**src/rtl/checked_fifo_pkg.sv**
```systemverilog
`default_nettype none
// ============================================================================
// Module      : checked_fifo_pkg
// Description : Shared types and helpers for the parity-checked FIFO.
//               - parity_mode_e : selects even or odd parity.
//               - calc_parity   : XOR-reduces the low 'width' bits of a word.
// Revision    : 1.0 - initial release
// ============================================================================
package checked_fifo_pkg;

    typedef enum logic {
        EVEN = 1'b0,
        ODD  = 1'b1
    } parity_mode_e;

    // Widest word calc_parity can fold; callers zero-extend into this width.
    localparam int PAR_MAX_W = 256;

    // XOR of bits [width-1:0]. Zero-extension does not change the result,
    // so any word up to PAR_MAX_W bits can share this one function.
    function automatic logic calc_parity(
        input logic [PAR_MAX_W-1:0] data,
        input int unsigned          width
    );
        logic p;
        p = 1'b0;
        for (int unsigned i = 0; i < PAR_MAX_W; i++) begin
            if (i < width) begin
                p = p ^ data[i];
            end
        end
        return p;
    endfunction

endpackage : checked_fifo_pkg
`default_nettype wire

```
**src/rtl/checked_fifo_mem.sv**
```systemverilog
`default_nettype none
// ============================================================================
// Module      : checked_fifo_mem
// Description : DEPTH x WIDTH storage array, one synchronous write port and
//               one asynchronous (combinational) read port. Not reset.
// Ports       : clk        - write clock, rising edge
//               wr_en_i    - write enable
//               wr_addr_i  - write address
//               wr_data_i  - write data
//               rd_addr_i  - read address
//               rd_data_o  - read data, combinational from the array
// Revision    : 1.0 - initial release
// ============================================================================
module checked_fifo_mem #(
    parameter int WIDTH = 33,
    parameter int DEPTH = 4,
    parameter int AW    = 2
) (
    input  logic             clk,
    input  logic             wr_en_i,
    input  logic [AW-1:0]    wr_addr_i,
    input  logic [WIDTH-1:0] wr_data_i,
    input  logic [AW-1:0]    rd_addr_i,
    output logic [WIDTH-1:0] rd_data_o
);

    logic [WIDTH-1:0] mem_q [DEPTH];

    always_ff @(posedge clk) begin
        if (wr_en_i) begin
            mem_q[wr_addr_i] <= wr_data_i;
        end
    end

    assign rd_data_o = mem_q[rd_addr_i];

endmodule : checked_fifo_mem
`default_nettype wire

```
**src/rtl/checked_fifo.sv**
```systemverilog
`default_nettype none
// ============================================================================
// Module      : checked_fifo
// Description : First-word fall-through FIFO with per-entry parity checking.
//               Corrupt head entries are either silently discarded (DROP_ERR=1)
//               or delivered with pop_err_o raised (DROP_ERR=0); either way a
//               saturating error counter records them.
// Ports       : clk, rst_n       - clock / asynchronous active-low reset
//               push_data_i      - payload, MSB is producer parity
//               push_valid_i     - producer offers data
//               push_grant_o     - FIFO has room
//               pop_grant_i      - consumer takes head
//               pop_data_o       - head entry
//               pop_valid_o      - head entry deliverable
//               pop_err_o        - head entry corrupt (flag mode only)
//               level_o          - occupancy
//               almost_full_o    - level_o >= AF_THRESH
//               almost_empty_o   - level_o <= AE_THRESH
//               err_cnt_o        - saturating parity error count
//               err_clr_i        - synchronous clear of err_cnt_o
// Revision    : 1.0 - initial release
// ============================================================================
module checked_fifo
    import checked_fifo_pkg::*;
#(
    parameter int DATA_WIDTH = 32,
    parameter int FIFO_DEPTH = 4,
    parameter int EVEN_ODD   = 0,
    parameter int PARITY_BIT = 1,
    parameter int DROP_ERR   = 1,
    parameter int AF_THRESH  = FIFO_DEPTH - 1,
    parameter int AE_THRESH  = 1,
    parameter int ERR_W      = 8,
    localparam int LW        = $clog2(FIFO_DEPTH + 1)
) (
    input  logic                  clk,
    input  logic                  rst_n,
    input  logic [DATA_WIDTH:0]   push_data_i,
    input  logic                  push_valid_i,
    output logic                  push_grant_o,
    input  logic                  pop_grant_i,
    output logic [DATA_WIDTH:0]   pop_data_o,
    output logic                  pop_valid_o,
    output logic                  pop_err_o,
    output logic [LW-1:0]         level_o,
    output logic                  almost_full_o,
    output logic                  almost_empty_o,
    output logic [ERR_W-1:0]      err_cnt_o,
    input  logic                  err_clr_i
);

    localparam int           EW      = DATA_WIDTH + 1;
    localparam int           PW      = $clog2(FIFO_DEPTH);
    localparam parity_mode_e MODE    = (EVEN_ODD != 0) ? ODD : EVEN;
    localparam bit           PAR_EN  = (PARITY_BIT != 0);
    localparam bit           DROP    = (DROP_ERR != 0);

    logic [PW-1:0]    wr_ptr_q, wr_ptr_d;
    logic [PW-1:0]    rd_ptr_q, rd_ptr_d;
    logic [LW-1:0]    level_q, level_d;
    logic [ERR_W-1:0] err_cnt_q, err_cnt_d;

    logic [EW-1:0]    head;
    logic             not_empty;
    logic             corrupt;
    logic             push_fire;
    logic             pop_fire;
    logic             discard;
    logic             head_adv;
    logic             err_inc;

    // Pointers wrap explicitly so non-power-of-two depths work.
    function automatic logic [PW-1:0] ptr_next(input logic [PW-1:0] p);
        return (p == PW'(FIFO_DEPTH - 1)) ? '0 : p + PW'(1);
    endfunction

    checked_fifo_mem #(
        .WIDTH (EW),
        .DEPTH (FIFO_DEPTH),
        .AW    (PW)
    ) u_mem (
        .clk       (clk),
        .wr_en_i   (push_fire),
        .wr_addr_i (wr_ptr_q),
        .wr_data_i (push_data_i),
        .rd_addr_i (rd_ptr_q),
        .rd_data_o (head)
    );

    always_comb begin
        not_empty = (level_q != '0);
        corrupt   = PAR_EN &&
                    (calc_parity(PAR_MAX_W'(head), EW) != logic'(MODE));
        push_fire = push_valid_i && (level_q != LW'(FIFO_DEPTH));
        pop_fire  = not_empty && !(corrupt && DROP) && pop_grant_i;
        // A corrupt head in drop mode leaves on its own, no grant needed.
        discard   = not_empty && corrupt && DROP;
        head_adv  = pop_fire || discard;
        // In drop mode pop_fire never carries a corrupt entry, so this covers
        // both discards and flagged pops.
        err_inc   = head_adv && corrupt;

        wr_ptr_d  = push_fire ? ptr_next(wr_ptr_q) : wr_ptr_q;
        rd_ptr_d  = head_adv  ? ptr_next(rd_ptr_q) : rd_ptr_q;

        level_d   = level_q;
        if (push_fire && !head_adv) begin
            level_d = level_q + LW'(1);
        end else if (!push_fire && head_adv) begin
            level_d = level_q - LW'(1);
        end

        err_cnt_d = err_cnt_q;
        if (err_clr_i) begin
            err_cnt_d = '0;
        end else if (err_inc && (err_cnt_q != '1)) begin
            err_cnt_d = err_cnt_q + ERR_W'(1);
        end
    end

    always_ff @(posedge clk or negedge rst_n) begin
        if (!rst_n) begin
            wr_ptr_q  <= '0;
            rd_ptr_q  <= '0;
            level_q   <= '0;
            err_cnt_q <= '0;
        end else begin
            wr_ptr_q  <= wr_ptr_d;
            rd_ptr_q  <= rd_ptr_d;
            level_q   <= level_d;
            err_cnt_q <= err_cnt_d;
        end
    end

    assign push_grant_o   = (level_q != LW'(FIFO_DEPTH));
    assign pop_data_o     = head;
    assign pop_valid_o    = not_empty && !(corrupt && DROP);
    assign pop_err_o      = !DROP && corrupt && not_empty;
    assign level_o        = level_q;
    assign almost_full_o  = (32'(level_q) >= AF_THRESH);
    assign almost_empty_o = (32'(level_q) <= AE_THRESH);
    assign err_cnt_o      = err_cnt_q;

endmodule : checked_fifo
`default_nettype wire
```
**config.mk**
```make
export PLATFORM = sky130hd
export DESIGN_NAME = checked_fifo
export DESIGN_NICKNAME = d
export VERILOG_FILES = /design/src/rtl/checked_fifo_pkg.sv /design/src/rtl/checked_fifo_mem.sv /design/src/rtl/checked_fifo.sv
export SDC_FILE = /design/constraint.sdc
export NUM_CORES = 1
export LEC_CHECK = 0
export ABC_AREA = 1
export CAP_MARGIN = 20
export CORE_MARGIN = 4
export CORE_UTILIZATION = 56
export DETAILED_ROUTE_END_ITERATION = 6
export HOLD_SLACK_MARGIN = 0.12
export PLACE_DENSITY = 0.8
export SLEW_MARGIN = 0
export SYNTH_ARGS = -nofsm -noshare
export SYNTH_HDL_FRONTEND = slang
export SYNTH_SLANG_ARGS = --single-unit
```
**constraint.sdc**
```tcl
create_clock -name clk -period 3.3 [get_ports clk]
set_clock_uncertainty 0.2 [all_clocks]
set_input_delay 0.825 -clock clk [delete_from_list [all_inputs] [get_ports clk]]
set_output_delay 0.825 -clock clk [all_outputs]
set_load 0.01 [all_outputs]
```
Yosys cells after proc, flatten, opt, wreduce, memory -nomap -nowiden. Memories as Yosys holds them, arrays and structs flattened. Cells that the tools add are included.

Logic and storage cells: 71. Input port bits: 38. Memory bits (writable): 132. Register bits: 15. Memories kept: 1. Output and inout port bits: 49.

Memories: u_mem.mem_q (words 4, bits a word 33, read ports 1, clocked after Yosys merged registers in 0, write ports 1, RTL line checked_fifo_mem.sv:27) `logic [WIDTH-1:0] mem_q [DEPTH];`.

Order comparisons: 2. Bitwise logic cells: 32. Eq/ne operators: 4. Reduce and logical (&&, ||, !) cells: 15. Mux-type cells: 8. Add/sub/neg operators: 5.

Operators by type and width (number): XOR 1 bit (32); two-way mux 8 bit (2); adder 8 x 1 -> 8 bit (second input constant) (1); logical AND 1 bit (8); != test 8 bit (second input constant) (1); two-way mux 3 bit (2); adder 2 x 1 -> 2 bit (second input constant) (2); == test 2 bit (second input constant) (2); two-way mux 2 bit (2); nonzero test 2 bit (2); adder 3 x 1 -> 3 bit (second input constant) (1); >= comparator 3 x 2 -> 1 bit (second input constant) (1); less-or-equal comparator 3 x 1 -> 1 bit (second input constant) (1); zero test 1 bit (3); != test 3 bit (second input constant) (1); nonzero test 3 bit (1); subtractor 3 x 1 -> 3 bit (second input constant) (1); two-way mux 1 bit (2); logical OR 1 bit (1).

Logic depth before layout (Yosys ltp). An unclocked memory read counts as a cell.

Depth after elaboration: 41. Gate-level depth with buffers: 25. Mapped depth without buffers: 24.

By module. From an unflattened synthesis, not the netlist that was laid out.

Cells, all modules: 749. Area total of the unflattened synthesis: 7088.0 um^2.

Modules (own cells, without submodules): checked_fifo_mem (area each 5556.6 um^2, cells each 525, seq. area each 3963.8 um^2, times used 1); checked_fifo (area each 1531.5 um^2, cells each 224, seq. area each 375.4 um^2, times used 1).

Worst setup path before layout. Ideal clock, no wire load.

Path type: register -> register. Start: register level_q[0], in the netlist level_o[0]. End: memory u_mem.mem_q[0][0] (enable). Setup time: 0.423 ns. Data arrival time: 2.432 ns. Cell stages (with the launch flop): 6. Required time: 2.677 ns. Path slack: 0.245 ns. Clock period less this slack: 3.055 ns. Buffers on the path: 0. Cells stage by stage: dfrtp_1 inv_1 ha_1 nand2_1 nand2_1 nor2_1.

Word-level cells in the longest chain between the ends: 4.

Ends and longest elaborated chain: start, declared (RTL line checked_fifo.sv:60) `logic [LW-1:0] level_q, level_d;`; start signal, assigned (RTL line checked_fifo.sv:130) `level_q <= level_d;`; != test 3 bit; named net push_grant_o (RTL line checked_fifo.sv:40) `output logic push_grant_o,`; logical AND 1 bit (RTL line checked_fifo.sv:94) `push_fire = push_valid_i && (level_q != LW'(FIFO_DEPTH));`; two-way mux 1 bit (RTL line checked_fifo_mem.sv:30) `if (wr_en_i) begin`; two-way mux 1 bit (not written as such) (RTL line checked_fifo_mem.sv:31) `mem_q[wr_addr_i] <= wr_data_i;`; end, declared (RTL line checked_fifo_mem.sv:27).

The timed path passes the listed nets, and every way through them passes these cells.

Worst setup path after layout.
Start: register rd_ptr_q[0]. End: output pop_valid_o.

Word-level cells in the longest chain between the ends: 35.

Ends and longest elaborated chain: start, declared (RTL line checked_fifo.sv:59) `logic [PW-1:0] rd_ptr_q, rd_ptr_d;`; start signal, assigned (RTL line checked_fifo.sv:129) `rd_ptr_q <= rd_ptr_d;`; memory read (4 x 33 bit) *; XOR 1 bit (31 in series) (RTL line checked_fifo_pkg.sv:29) `p = p ^ data[i];`; XOR 1 bit * (RTL line checked_fifo_pkg.sv:29); zero test 1 bit * (RTL line checked_fifo.sv:137) `assign pop_valid_o = not_empty && !(corrupt && DROP);`; logical AND 1 bit * (RTL line checked_fifo.sv:137); end, declared (RTL line checked_fifo.sv:43) `output logic pop_valid_o,`.

Every way passes the cells marked *; elsewhere a longest branch is shown, timed or not.

==> impl_metrics.py <==
metrics = {
    "finish": {
        "final_cells": 1035,
        "multi_input_area_sq_mm": 0.002322,
        "layout_common_cells": "nand2_1 (310), edfxtp_1 (132), clkdlybuf4s50_1 (79), nand3_1 (75), inv_1 (47)",
        "nets": 904,
        "drive_gt1_frac": 0.1603,
        "syn_to_final_growth_pct": 29.86,
        "n_antenna_cell": 0,
        "fill_cells": 779,
        "finish.utilization": 0.7494,
        "ff_latch_area_sq_mm": 0.004340,
        "final_common_cell": "nand2_1",
    },
    "route": {
        "via_per_inst": 5.319,
        "met1_length_mm": 6.362,
        "drc": 0,
        "wl_per_cell_um": 16.00,
        "routed_wl_mm": 16.56,
        "wl_met2_mm": 8.747,
        "routed.top_layer": "met4",
        "firstDrtPassIters": 7,
        "via_count": 5505,
        "dr_wl_met3_mm": 1.122,
        "detail-route-antenna-nets": 0,
        "drt_iter0_markers": 379,
    },
    "flow_run": {
        "cap_violations": 0,
    },
    "min_path": {
        "hold-path-endpoint": "level_o[1]",
        "holdPathStages": 2,
        "hold_path_class": "reg -> reg",
        "hold_start": "level_o[1]",
    },
    "place": {
        "dp_hpwl_mm": 10.20,
        "placed_cells": 1000,
        "place_congestion": 0.8367,
        "pre_cts_slack_ns": -0.4024,
        "port_buffers": 85,
    },
    "timing": {
        "hold_viol_final": 0,
        "slew_headroom": 0.4919,
        "fin_crit_sh": 1.137,
        "rsz0062_at_grt": "true",
        "slew_viol_final": 0,
        "setup_viol": 2,
        "tightest_slew_ns": 0.7598,
        "fin_ws_ns": -0.4533,
        "holdWs_ns": 0.3513,
        "fmax_mhz": 266.4,
        "finalCriticalPeriod_ns": 3.753,
    },
    "die": {
        "die-area_sq_mm": 0.01439,
        "fp.dieH_um": 119.9,
        "fp.dieW_um": 119.9,
        "initial_core_util": 0.5771,
        "core_sq_mm": 0.01216,
        "ios": 87,
        "rows": 40,
    },
    "power_and_ir_drop": {
        "comb_power_share": 0.598,
        "p_per_area_mw_per_mm2": 1232,
        "swShare": 0.4291,
        "power.share.sequential": 0.233,
        "internal_power_w": 0.006408,
        "pwr-share-clk": 0.169,
        "p_switching_w": 0.004817,
        "ir_drop_mv": 0.7497,
        "p_leak_nw": 3.971,
    },
    "clocking": {
        "clock_path_buffers": 2,
        "path_clk_slew_ns": 0.06,
        "worstSkewPairLatency_ns": 0.42,
        "htreeDepth": 4,
        "cts_tree": "built",
        "numCtsBuffers": 17,
        "clock-sinks": 147,
        "clockRootBuffer": "clkbuf_16",
        "cts-hold-fix-buffers": 0,
        "cts_setup_buffers": 0,
    },
    "setup_path": {
        "startpoint": "rd_ptr_q[0]",
        "worstSetupPathType": "reg -> out",
        "critPathArrivalTime_ns": 2.73,
        "cpMaxStageDelayCell": "dfrtp_2",
        "regToRegEndpoint": "level_o[2]",
        "path_cells": "buf_12 -> buf_4 -> nand2_1 -> nand2_1 -> nand2_1 -> nand2_1 -> nand3_1 -> nand2_1 -> nand2_1 -> inv_1 -> nor2_1 -> nand2_1 -> nand2_2 -> inv_1 -> nand3_1 -> nand3_2 -> nand2_2 -> a21oi_2 -> buf_2",
        "critPathTopFamily": "simple AND/OR/NAND/NOR gates",
        "reg2reg_setup_slack_ns": 0.16,
        "cp_common_cell": "nand2_1",
        "critPathMaxFanout": 23,
        "r2r_start": "rd_ptr_q[0]",
        "path_buf_inv": 5,
        "crit_path_max_incr_delay_ns": 0.50,
        "rr_worst_depth": 22,
        "endpoint_kind": "primary output",
        "cp.required_ns": 2.27,
        "critPathLaunchType": "flip-flop",
    },
    "grt": {
        "grt_util_all_layers": 0.2322,
        "gr-total-overflow": 0,
        "grt_pass1_vias": 5507,
        "grt_first_pass_wirelength_mm": 26.03,
        "grt_antenna_before_repair": 0,
        "grt_max_degree": 34,
    },
    "logic_synthesis": {
        "ys_types": 33,
        "synth_top_area_cell": "edfxtp_1",
        "syn_inst": 722,
        "syn_avg_cell_area_sq_um": 9.720,
        "synth-seq-cells": 147,
        "yosysSeqAreaShare": 0.6183,
        "yosys_warnings": 0,
        "synth_top_area_frac": 0.5648,
        "synth-edff-count": 132,
        "async_flop_share": 0.1020,
        "synth_ff_type": "edfxtp_1",
        "synth_nets": 772,
        "synth_area_sq_mm": 0.007018,
        "synthTopCellsByArea": "edfxtp_1 (56%), nand2_1 (17%), nand3_1 (5.5%)",
    },
    "run_status": {
        "status": "finished, violations left",
        "violations": "negative setup slack",
    },
}
## sequential cells by signal, summed over array words and instances (netlist names)
| register | flops |
|---|---|
| u_mem.mem_q | 132 |
| err_cnt_o | 8 |
| level_o | 3 |
| rd_ptr_q | 2 |
| wr_ptr_q | 2 |
## synthesized netlist by cell type, types with 5 or more instances
master and instances:
buf_6 13, edfxtp_1 132, a21oi_1 5, inv_2 8, xor2_1 5, nand3_1 77
nand2_2 17, nor2_1 25, nand2_1 319, o21ai_0 9, buf_2 6, buf_4 5
dfrtp_1 15, ha_1 12, inv_1 47, xnor2_1 6
## through the flow
stage	instance area, sq um	TNS [ns]	power (W)
after global placement	8348	-0.3074	0.008584
after floorplan	7018	0	0.006447
final	9114	-0.4596	0.01122
after global routing	9114	-0.9043	0.01206
after detailed placement	8348	-0.4024	0.008858
after CTS	8997	-0.4278	0.01089
## cell type report
class	instances	area share
Inverter	56	0.02389
Clock buffer	18	0.04709
Sequential cell	147	0.4762
Timing Repair Buffer	139	0.1580
Tap cell	168	0.02306
Clock inverter	14	0.01689
Multi-Input combinational cell	493	0.2548
## layer usage
metal,up-vias,track usage
met3,35,0.04854
met1,2621,0.2780
li1,2631,-
met2,218,0.4120
met4,0,0.08661
met5,-,0
## worst register-to-register path: cells and delay by family (launching register included)
family                     cells  cell delay, ns
buffers and inverters          6            0.66
adders and majority gates      1            0.21
DFF                            1            0.50
and+or+nand+nor               13            1.06
xor gates and xnor gates       1            0.20
AOI/OAI and AO/OA              1            0.22
## power by group through the flow
stage	Clock [W]	Combinational (W)	Sequential, W
2_1_floorplan	0	0.00383	0.00262
6_report	0.00190	0.00671	0.00261
4_1_cts	0.00192	0.00637	0.00260
5_1_grt	0.00201	0.00741	0.00264
3_3_place_gp	0	0.00597	0.00261
3_5_place_dp	0	0.00623	0.00262
## how the worst max path moves through the flow
stage / end / slack, ns / depth (start not counted)
4_1_cts: pop_valid_o / -0.43 / 17
2_1_floorplan: u_mem.mem_q[0][0] / 0.24 / 5
3_3_place_gp: pop_valid_o / -0.31 / 17
3_5_place_dp: pop_valid_o / -0.40 / 14
6_report: pop_valid_o / -0.45 / 19
5_1_grt: pop_valid_o / -0.64 / 17
## cell families (layout without fill, tap and decap cells)
| kind of cell | Yosys count | count (layout) | share of synthesized area |
|---|---|---|---|
| XOR/XNOR | 11 | 11 | 0.01373 |
| other | 1 | 1 | 0.0005343 |
| AND/OR/NAND/NOR | 451 | 451 | 0.2687 |
| flip-flops | 147 | 147 | 0.6183 |
| adder cells (fa/ha/maj) | 12 | 12 | 0.02139 |
| buffers and inverters | 82 | 227 | 0.06311 |
| AO/OA/AOI/OAI | 18 | 18 | 0.01426 |
## what timing repair did
action / CTS / global route
resized for setup: 18 / 23
gates cloned: 1 / 2
setup endpoints to repair: 5 / 10
pin swaps: 1 / 4
Note: power is estimated with default switching activity, not from simulation.
